===== src/rtl/cache_mem_pkg.sv =====
// Shared types and default widths for the I-cache/D-cache backing-memory arbiter.
package cache_mem_pkg;

    localparam int DEF_ADDR_W      = 8;
    localparam int DEF_LINE_W      = 128;
    localparam int DEF_WDATA_W     = 32;
    localparam int DEF_TIMEOUT_CYC = 64;

    typedef enum logic {
        OWN_IC = 1'b0,
        OWN_DC = 1'b1
    } owner_e;

    typedef enum logic [1:0] {
        ST_IDLE = 2'd0,
        ST_WAIT = 2'd1,
        ST_DONE = 2'd2
    } arb_state_e;

    typedef enum logic {
        OP_RD = 1'b0,
        OP_WR = 1'b1
    } mem_op_e;

endpackage


===== src/rtl/rr_arb2.sv =====
// Combinational 2-way round-robin picker: on a tie the requester that did not
// own the memory last time wins.
module rr_arb2
    import cache_mem_pkg::*;
(
    input  logic [1:0] req,
    input  owner_e     last_owner,
    output logic       gnt_valid,
    output owner_e     winner
);

    // req[0] is the I-cache, req[1] the D-cache
    always_comb begin
        gnt_valid = |req;
        winner    = OWN_IC;
        case (req)
            2'b01:   winner = OWN_IC;
            2'b10:   winner = OWN_DC;
            2'b11:   winner = (last_owner == OWN_IC) ? OWN_DC : OWN_IC;
            default: winner = OWN_IC;
        endcase
    end

endmodule


===== src/rtl/cache_mem_arbiter.sv =====
// Arbitrates the single line memory between I-cache refills and D-cache
// reads/writes, with a watchdog that ends a hung access with a sticky error.
module cache_mem_arbiter
    import cache_mem_pkg::*;
#(
    parameter int ADDR_W      = DEF_ADDR_W,
    parameter int LINE_W      = DEF_LINE_W,
    parameter int WDATA_W     = DEF_WDATA_W,
    parameter int TIMEOUT_CYC = DEF_TIMEOUT_CYC
) (
    input  logic               clk,
    input  logic               reset_n,
    input  logic               ic_req_i,
    input  logic [ADDR_W-1:0]  ic_addr_i,
    output logic               ic_gnt_o,
    output logic               ic_comp_o,
    output logic [LINE_W-1:0]  ic_data_o,
    input  logic               dc_r_req_i,
    input  logic               dc_w_req_i,
    input  logic [ADDR_W-1:0]  dc_addr_i,
    input  logic [1:0]         dc_blockoffset_i,
    input  logic [WDATA_W-1:0] dc_wr_data_i,
    output logic               dc_gnt_o,
    output logic               dc_comp_o,
    output logic [LINE_W-1:0]  dc_data_o,
    output logic               mem_r_req_o,
    output logic               mem_w_req_o,
    output logic [ADDR_W-1:0]  mem_addr_o,
    output logic [1:0]         mem_blockoffset_o,
    output logic [WDATA_W-1:0] mem_wr_data_o,
    input  logic               mem_comp_i,
    input  logic [LINE_W-1:0]  mem_data_i,
    output logic               timeout_err_o
);

    localparam int              WD_W    = $clog2(TIMEOUT_CYC);
    localparam logic [WD_W-1:0] WD_LAST = WD_W'(TIMEOUT_CYC - 1);

    arb_state_e         state_q, state_d;
    owner_e             owner_q, owner_d;
    owner_e             last_owner_q, last_owner_d;
    mem_op_e            op_q, op_d;
    logic [ADDR_W-1:0]  addr_q, addr_d;
    logic [1:0]         off_q, off_d;
    logic [WDATA_W-1:0] wdata_q, wdata_d;
    logic [WD_W-1:0]    wdog_q, wdog_d;
    logic               timeout_q, timeout_d;
    logic [LINE_W-1:0]  ic_data_q, ic_data_d;
    logic [LINE_W-1:0]  dc_data_q, dc_data_d;
    logic               ic_comp_q, ic_comp_d;
    logic               dc_comp_q, dc_comp_d;
    logic               ic_gnt_q, ic_gnt_d;
    logic               dc_gnt_q, dc_gnt_d;
    logic               mem_r_q, mem_r_d;
    logic               mem_w_q, mem_w_d;

    logic [1:0]         req_s;
    logic               gnt_valid_s;
    owner_e             winner_s;

    assign req_s = {dc_r_req_i | dc_w_req_i, ic_req_i};

    rr_arb2 u_rr_arb2 (
        .req        (req_s),
        .last_owner (last_owner_q),
        .gnt_valid  (gnt_valid_s),
        .winner     (winner_s)
    );

    // Next state, command latch and watchdog; handshake outputs follow the next state
    always_comb begin
        state_d      = state_q;
        owner_d      = owner_q;
        last_owner_d = last_owner_q;
        op_d         = op_q;
        addr_d       = addr_q;
        off_d        = off_q;
        wdata_d      = wdata_q;
        wdog_d       = wdog_q;
        timeout_d    = timeout_q;
        ic_data_d    = ic_data_q;
        dc_data_d    = dc_data_q;
        case (state_q)
            ST_IDLE: begin
                if (gnt_valid_s) begin
                    state_d = ST_WAIT;
                    owner_d = winner_s;
                    if (winner_s == OWN_DC) begin
                        addr_d  = dc_addr_i;
                        off_d   = dc_blockoffset_i;
                        wdata_d = dc_wr_data_i;
                        op_d    = dc_w_req_i ? OP_WR : OP_RD;
                    end else begin
                        addr_d  = ic_addr_i;
                        off_d   = 2'b00;
                        wdata_d = '0;
                        op_d    = OP_RD;
                    end
                end else begin
                    state_d = ST_IDLE;
                end
            end
            ST_WAIT: begin
                // A completion arriving on the expiry cycle wins over the timeout
                if (mem_comp_i || (wdog_q == WD_LAST)) begin
                    state_d      = ST_DONE;
                    wdog_d       = '0;
                    last_owner_d = owner_q;
                    timeout_d    = timeout_q | ~mem_comp_i;
                    if (owner_q == OWN_IC) begin
                        ic_data_d = mem_comp_i ? mem_data_i : '0;
                    end else begin
                        dc_data_d = mem_comp_i ? mem_data_i : '0;
                    end
                end else begin
                    wdog_d = wdog_q + WD_W'(1);
                end
            end
            ST_DONE: state_d = ST_IDLE;
            default: state_d = ST_IDLE;
        endcase
        mem_r_d   = (state_d == ST_WAIT) && (op_d == OP_RD);
        mem_w_d   = (state_d == ST_WAIT) && (op_d == OP_WR);
        ic_gnt_d  = (state_d == ST_WAIT) && (owner_d == OWN_IC);
        dc_gnt_d  = (state_d == ST_WAIT) && (owner_d == OWN_DC);
        ic_comp_d = (state_d == ST_DONE) && (owner_d == OWN_IC);
        dc_comp_d = (state_d == ST_DONE) && (owner_d == OWN_DC);
    end

    // State and output registers; reset drops every request and grant at once
    always_ff @(posedge clk or negedge reset_n) begin
        if (!reset_n) begin
            state_q      <= ST_IDLE;
            owner_q      <= OWN_IC;
            last_owner_q <= OWN_IC;
            op_q         <= OP_RD;
            addr_q       <= '0;
            off_q        <= 2'b00;
            wdata_q      <= '0;
            wdog_q       <= '0;
            timeout_q    <= 1'b0;
            ic_data_q    <= '0;
            dc_data_q    <= '0;
            ic_comp_q    <= 1'b0;
            dc_comp_q    <= 1'b0;
            ic_gnt_q     <= 1'b0;
            dc_gnt_q     <= 1'b0;
            mem_r_q      <= 1'b0;
            mem_w_q      <= 1'b0;
        end else begin
            state_q      <= state_d;
            owner_q      <= owner_d;
            last_owner_q <= last_owner_d;
            op_q         <= op_d;
            addr_q       <= addr_d;
            off_q        <= off_d;
            wdata_q      <= wdata_d;
            wdog_q       <= wdog_d;
            timeout_q    <= timeout_d;
            ic_data_q    <= ic_data_d;
            dc_data_q    <= dc_data_d;
            ic_comp_q    <= ic_comp_d;
            dc_comp_q    <= dc_comp_d;
            ic_gnt_q     <= ic_gnt_d;
            dc_gnt_q     <= dc_gnt_d;
            mem_r_q      <= mem_r_d;
            mem_w_q      <= mem_w_d;
        end
    end

    assign ic_gnt_o          = ic_gnt_q;
    assign ic_comp_o         = ic_comp_q;
    assign ic_data_o         = ic_data_q;
    assign dc_gnt_o          = dc_gnt_q;
    assign dc_comp_o         = dc_comp_q;
    assign dc_data_o         = dc_data_q;
    assign mem_r_req_o       = mem_r_q;
    assign mem_w_req_o       = mem_w_q;
    assign mem_addr_o        = addr_q;
    assign mem_blockoffset_o = off_q;
    assign mem_wr_data_o     = wdata_q;
    assign timeout_err_o     = timeout_q;

endmodule


===== config.mk =====
export PLATFORM = sky130hd
export DESIGN_NAME = cache_mem_arbiter
export DESIGN_NICKNAME = d
export VERILOG_FILES = /design/src/rtl/cache_mem_pkg.sv /design/src/rtl/rr_arb2.sv /design/src/rtl/cache_mem_arbiter.sv
export SDC_FILE = /design/constraint.sdc
export NUM_CORES = 1
export LEC_CHECK = 0
export BUFFER_PORTS_ARGS = -buffer_cell sky130_fd_sc_hd__buf_2
export CAP_MARGIN = 20
export CORE_AREA = 2 2 188 190
export DETAILED_ROUTE_END_ITERATION = 8
export DIE_AREA = 0 0 190 192
export HOLD_SLACK_MARGIN = 0.12
export PLACE_DENSITY = 0.7
export SKIP_LAST_GASP = 1
export SYNTH_ARGS = -nofsm -noshare
export SYNTH_HDL_FRONTEND = slang
export SYNTH_SLANG_ARGS = --single-unit
export TNS_END_PERCENT = 10

===== constraint.sdc =====
create_clock -name clk -period 2.2 [get_ports clk]
set_clock_uncertainty 0.15 [all_clocks]
set_input_delay 0.44 -clock clk [delete_from_list [all_inputs] [get_ports clk]]
set_output_delay 0.44 -clock clk [all_outputs]
set_load 0.005 [all_outputs]

==> results of run 1 <==
## cell type report
cell class,count,area share
flip-flops and latches,316,0.407
repair buffers,702,0.245
multi-input cells,632,0.210
clock buffers,52,0.0526
inverters,260,0.0503
well taps,455,0.0293
clock inverters,7,0.00580
## repair_timing
action / in CTS / in global routing
endpoints found under the setup margin: 0 / 0
hold endpoints to repair: 436 / 0
hold buffers: 177 / 0
## metrics by stage
stage | power [mW] | utilization | cell area, sq um
detailed placement | 20.6 | 0.481 | 16500
CTS | 26.9 | 0.566 | 19400
floorplan | 16.0 | - | 13500
global placement | 20.1 | 0.481 | 16500
finish | 26.8 | 0.566 | 19400
global route | 28.7 | 0.566 | 19400
## registers in the layout (all words and copies together), names as in the netlist, 2 cells and up
signal             cells
mem_addr_o             8
wdog_q                 6
ic_data_o            128
mem_wr_data_o         32
state_q                2
mem_blockoffset_o      2
dc_data_o            128
## placed cells by master, fill, tap and decap left out, types with 2 or more instances in the layout
master,n
nor2_1,4
nor3b_1,2
clkinv_2,3
bufinv_16,3
inv_1,260
clkbuf_16,37
nand2_1,13
o21ai_1,109
dfrtp_1,316
clkbuf_1,11
mux2i_1,9
buf_4,17
a22o_1,34
buf_12,20
buf_2,487
clkbuf_8,4
o211ai_1,6
a22oi_1,257
nand3_1,2
o21a_1,2
or2_1,2
dlygate4sd3_1,177
o21ai_0,170
## kinds of logic (layout without fill, tap and decap cells)
logic type,after synthesis,count (layout)
buf+inv,358,1021
simple gates,35,35
compound gates,587,587
mux,9,9
fa+ha+maj,1,1
flops,316,316
## power by group
part | leakage (nW) | internal [mW] | switching, mW
clock | 0.552 | 3.56 | 2.30
combinational | 6.15 | 5.23 | 5.45
sequential | 3.33 | 8.32 | 1.95
total | 10.0 | 17.1 | 9.70
## final timing paths
check                                          start                            end  slack, ns
hold reg to reg            timeout_err_o$_DFFE_PN0P_      timeout_err_o$_DFFE_PN0P_       0.32
setup reg to reg            last_owner_q$_DFFE_PN0P_      mem_addr_o[1]$_DFFE_PN0N_       0.24
min in group asynchronous                    reset_n  mem_wr_data_o[19]$_DFFE_PN0N_       0.31
max in group asynchronous                    reset_n      dc_data_o[77]$_DFFE_PN0P_       0.86
setup / recovery            last_owner_q$_DFFE_PN0P_      mem_addr_o[1]$_DFFE_PN0N_       0.24
hold / removal                          dc_addr_i[4]      mem_addr_o[4]$_DFFE_PN0N_       0.16
## critical path, stage by stage (launching register included)
cell and delay [ns]:
dfrtp_1 0.41, o2bb2ai_2 0.33, mux2i_1 0.29, dlygate4sd3_1 0.58, o21ai_0 0.07
## layer usage
layer	up-vias	global-route usage
li1	5820	-
met1	6219	0.284
met2	596	0.400
met3	156	0.0574
met4	0	0.119
met5	-	0
==> summary.txt, run 1 <==
Power
  • Pleak: 10.0 nW
  • PwrDens: 1380 mW/mm^2
  • Maximum vdd drop: 0.851 mV

Clock network
  • Clk_lat worst skew: 0.50 ns
  • Clk Tree Root Cell: clkbuf_16
  • CTS H-Tree Depth: 2
  • Num Clock Sinks: 316
  • CTS tree: yes
  • Clock Pin Slew Worst Setup and Hold Paths: 0.06 ns
  • Post-cts sizing count: 0
  • Inserted Clock Buffers: 35
  • CTS max path bufs: 3
  • Setup bufs post-CTS: 0

Synthesis
  • Avg Synthesized Cell Area: 10.3 sq um
  • Synthesized instance count: 1306
  • Register area share after synthesis: 0.587
  • Synth top cells by count: dfrtp_1, inv_1, a22oi_1, o21ai_0, o21ai_1
  • Top-area cell type share of the netlist area: 0.587
  • EDFF count, synth: 0
  • Yosys top cell by area: dfrtp_1
  • FF+latch count, synth: 316
  • Post-Synth XOR/XNOR Area: 0
  • Adder-cell area share of the yosys netlist: 0.000929
  • Synth area leaders: dfrtp_1, a22oi_1, inv_1
  • Synth cell types: 41
  • Yosys warns: 0
  • Mux share of post-synthesis cell area: 0.00669
  • Ys async rst share: 1.00
  • Largest family of logic cells by synthesized area: compound AO/OA/AOI/OAI gates
  • Synth Flop Type: dfrtp_1
  • Mapped cell area: 0.0135 sq mm
  • Synthesized Nets: 1491
  • Compound-Gate Fraction of Synth Area: 0.280
  • Count leader, synth: dfrtp_1
  • Post-Synth Simple-Gate Area: 0.0147

Critical path
  • Crit Path Max Fanout: 8
  • Kind of critical path: reg2reg
  • CP arrival: 2.18 ns
  • Critical Path End Type: register
  • Worst r2r path cells: 4
  • Worst Path Required: 2.43 ns
  • Startpoint Class: register

Layout
  • Reg area: 0.00791 sq mm
  • Diodes inserted: 0
  • Area of the multi-input gates: 0.00408 sq mm
  • Layout Nets: 2132
  • Syn-to-layout area delta: 44.1%
  • Filler cells: 2841
  • Final Non-Filler Cells: 2424
  • Share of cells above drive strength 1: 0.295

Timing
  • Max Freq: 0.511 GHz
  • Period utilization: 0.889
  • Worst slew pin tran: 0.600 ns
  • Setup ws final: 0.244 ns
  • Slew HR: 0.597
  • Sum Neg Setup Slack: 0 ns
  • Hold_ws: 0.157 ns
  • RSZ-0062 raised after global routing: no
  • Final worst path period need: 1.96 ns
  • Final Hold Vio Count: 0
  • Slew Viols, Final: 0
  • Setup violations, final: 0

Placement
  • Detailed placement HPWL: 28000 microns
  • I/O Buffers: 488
  • Final Wtd Congestion: 0.822
  • Pre-CTS setup slack: 0.268 ns
  • Placed Instances: 2188

Drt
  • DR DRC count: 0
  • Via density: 5.28
  • Top routing layer in use: met4
  • Antenna-violating nets left: 0
  • Met1 wire length: 17200 microns
  • Metal3 WL: 3400 microns
  • Routed wire length on met2: 21800 microns
  • WL/cell: 18.3 microns
  • Drt total wl: 44400 microns
  • Initial DRC Count: 773
  • DR vias: 12800
  • Drt first pass iters: 5

Floorplanning
  • Initial Utilization: 0.393
  • Die width: 190 microns
  • Die area: 0.0365 sq mm
  • Row Count: 68
  • DIE HEIGHT: 192 microns
  • Core ar.: 0.0343 sq mm
  • IO Pins: 489

Global route
  • First-pass GRT wire length: 70000 microns
  • Total global routing overflow: 0
  • Antenna violations before repair: 0
  • Vias in the first global route: 13200
  • GRT Overall Usage: 0.237
  • Largest net degree at the start of global routing: 73

Worst hold path
  • Hold/Removal Path Class: in2reg
  • Hold Path Depth: 3

Job
  • Max-cap violation count: 0

Status
  • Outcome: finished, final reports clean
(Power assumes the default switching activity.)
==> run 2: changes to the inputs <==
==> constraint.sdc (replaced) <==
create_clock -name clk -period 2.2 [get_ports clk]
set_clock_uncertainty 0.15 [all_clocks]
set_input_delay 0.55 -clock clk [delete_from_list [all_inputs] [get_ports clk]]
set_output_delay 0.55 -clock clk [all_outputs]
set_load 0.005 [all_outputs]
==> run 2 against run 1 <==
Via count fell by 4.4%; die area did not move; sequential share of layout area rose by 2.1 points; largest power group unchanged; flip-flop and latch count stayed put; clock power hardly changed; hold slack got worse by 0.019 ns; critical path type unchanged; count of clock-buffer cells in the layout decreased by 3; power down 1.2%; global-route usage fell by 1.3 points; design area down 5.0%; sequential power is essentially flat.
==> summary.txt, run 2 (same netlist as run 1, synthesis figures left out) <==
Placement
  • Detailed placement HPWL: 27500 microns (-1.7%)
  • Placed Instances: 2193 (+0.23%)
  • Final Wtd Congestion: 0.826 (+0.41%)
  • I/O Buffers: 488 (unchanged)
  • Pre-CTS setup slack: 0.250 ns (-0.0181 ns)

Critical path
  • WP buf/inv: 2 (+1)
  • Slowest-stage cell, CP: dfrtp_1
  • Cell family with most CP delay: buffers and inverters
  • Worst Setup EP: dc_data_o[92]$_DFFE_PN0P_
  • CP arrival: 2.17 ns (about the same)
  • Reg2reg setup slack: 0.26 ns (about the same)
  • Startpoint Class: register
  • Worst Path Required: 2.43 ns (about the same)
  • R2r startpoint: wdog_q[0]$_DFFE_PN0P_
  • Critical Path End Type: register
  • Kind of critical path: reg2reg
  • Worst path cell trace: ha_1 -> nand3_2 -> o21ai_4 -> buf_12 -> buf_4 -> o21ai_0
  • Reg-to-reg endpoint: dc_data_o[92]$_DFFE_PN0P_
  • Cell count along the critical path: 6 (+2)
  • Worst Setup SP: wdog_q[0]$_DFFE_PN0P_
  • Worst path max stage delay: 0.40 ns (-0.18 ns)
  • Worst r2r path cells: 6 (+2)
  • Crit Path Max Fanout: 38 (+30)

Timing
  • RSZ-0062 raised after global routing: no
  • Slew HR: 0.635 (+0.0375)
  • Sum Neg Setup Slack: 0 ns (unchanged)
  • Final Hold Vio Count: 0 (unchanged)
  • Period utilization: 0.883 (-0.00600)
  • Worst slew pin tran: 0.542 ns (-0.0585 ns)
  • Max Freq: 0.515 GHz (+0.68%)
  • Slew Viols, Final: 0 (unchanged)
  • Setup ws final: 0.258 ns (+0.0132 ns)
  • Setup violations, final: 0 (unchanged)
  • Final worst path period need: 1.94 ns (-0.0132 ns)

Layout
  • Layout Nets: 2034 (-4.6%)
  • Syn-to-layout area delta: 36.9%
  • Most frequent cells in the layout: buf_2, dfrtp_1, inv_1
  • Final Non-Filler Cells: 2329 (-3.9%)
  • Commonest non-fill, non-tap cell in the layout: buf_2
  • Filler cells: 2963 (+4.3%)
  • Share of cells above drive strength 1: 0.315 (+0.0204)

Floorplanning
  • Die area: 0.0365 sq mm (unchanged)
  • DIE HEIGHT: 192 microns (unchanged)
  • Die width: 190 microns (unchanged)
  • Initial Utilization: 0.393 (unchanged)
  • Core ar.: 0.0343 sq mm (unchanged)
  • Row Count: 68 (unchanged)
  • IO Pins: 489 (unchanged)

Drt
  • Drt total wl: 41900 microns (-5.7%)
  • DR DRC count: 0 (unchanged)
  • DR vias: 12200 (-4.4%)
  • Antenna-violating nets left: 0 (unchanged)
  • Drt first pass iters: 5 (unchanged)
  • Initial DRC Count: 786 (+1.7%)
  • Via density: 5.25 (-0.53%)
  • WL/cell: 18.0 microns (-1.8%)

Global route
  • Largest net degree at the start of global routing: 74 (+1.4%)
  • GRT Overall Usage: 0.224 (-0.0131)
  • Vias in the first global route: 12300 (-6.9%)
  • First-pass GRT wire length: 66000 microns (-5.8%)
  • Total global routing overflow: 0 (unchanged)
  • Antenna violations before repair: 4 (+4)

Clock network
  • CTS tree: yes
  • Clk_lat worst skew: 0.51 ns (about the same)
  • Clk Tree Root Cell: clkbuf_16
  • Inserted Clock Buffers: 34 (-2.9%)
  • Clock Pin Slew Worst Setup and Hold Paths: 0.06 ns (about the same)
  • Num Clock Sinks: 316 (unchanged)
  • CTS max path bufs: 3 (unchanged)
  • CTS H-Tree Depth: 2 (unchanged)
  • Post-cts sizing count: 0 (unchanged)

Power
  • Pleak: 9.65 nW (-3.9%)
  • Overall power: 26.5 mW (-1.2%)
  • Maximum vdd drop: 0.715 mV (-16%)
  • PwrDens: 1440 mW/mm^2 (+4.0%)

Status
  • Outcome: finished, final reports clean

Worst hold path
  • Hold/Removal Path Class: in2reg
  • Hold Path Depth: 3 (unchanged)

Job
  • Max-cap violation count: 0 (unchanged)
-- run 2: through the flow --
stage          utilization  hold slack [ns]  area (sq um)
2_1_floorplan            -            0.104         13500
3_3_place_gp         0.483            0.294         16500
4_1_cts              0.538            0.120         18400
5_1_grt              0.538            0.135         18400
6_report             0.538            0.137         18400
3_5_place_dp         0.483            0.300         16500
-- run 2: routing by layer --
metal / track usage / wire length (microns) / up-vias
met1: 0.279 / 16500 / 5950
met5: 0 / 0 / -
li1: - / - / 5634
met3: 0.0568 / 3360 / 111
met4: 0.105 / 1790 / 0
met2: 0.366 / 20200 / 529
-- run 2: layout make-up --
class	instances	area [sq um]	share of cell area
sequential	316	7910	0.429
multi-input combinational	632	4080	0.221
timing repair buffer	605	3770	0.204
clock buffer	49	1020	0.0552
inverter	260	976	0.0529
tap	455	569	0.0309
clock inverter	8	119	0.00644
antenna	4	10.0	0.000543
-- run 2: how the worst min path moves through the flow --
stage	end	startpoint	slack (ns)
after floorplan	dc_comp_o$_DFF_PN0_	reset_n	0.10
after detailed placement	timeout_err_o$_DFFE_PN0P_	timeout_err_o$_DFFE_PN0P_	0.30
after CTS	dc_data_o[56]$_DFFE_PN0P_	mem_data_i[56]	0.12
after global placement	timeout_err_o$_DFFE_PN0P_	timeout_err_o$_DFFE_PN0P_	0.29
final	dc_data_o[56]$_DFFE_PN0P_	mem_data_i[56]	0.14
after global routing	dc_data_o[114]$_DFFE_PN0P_	mem_data_i[114]	0.14
-- run 2: where the power goes --
group | switching, mW | internal [mW] | total [mW]
clock network | 2.30 | 3.56 | 5.86
logic | 5.31 | 5.10 | 10.4
registers | 1.91 | 8.32 | 10.2
total | 9.52 | 17.0 | 26.5
-- run 2: repair_timing --
action                                 4_1_cts  5_1_grt
endpoints found under the hold margin      119        0
hold buffers                                75        0
buffers inserted                             0        0
-- run 2: tightest hold or removal path, cell delays in order --
cell and delay, ns:
buf_2 0.09, a22oi_1 0.05, o21ai_0 0.07
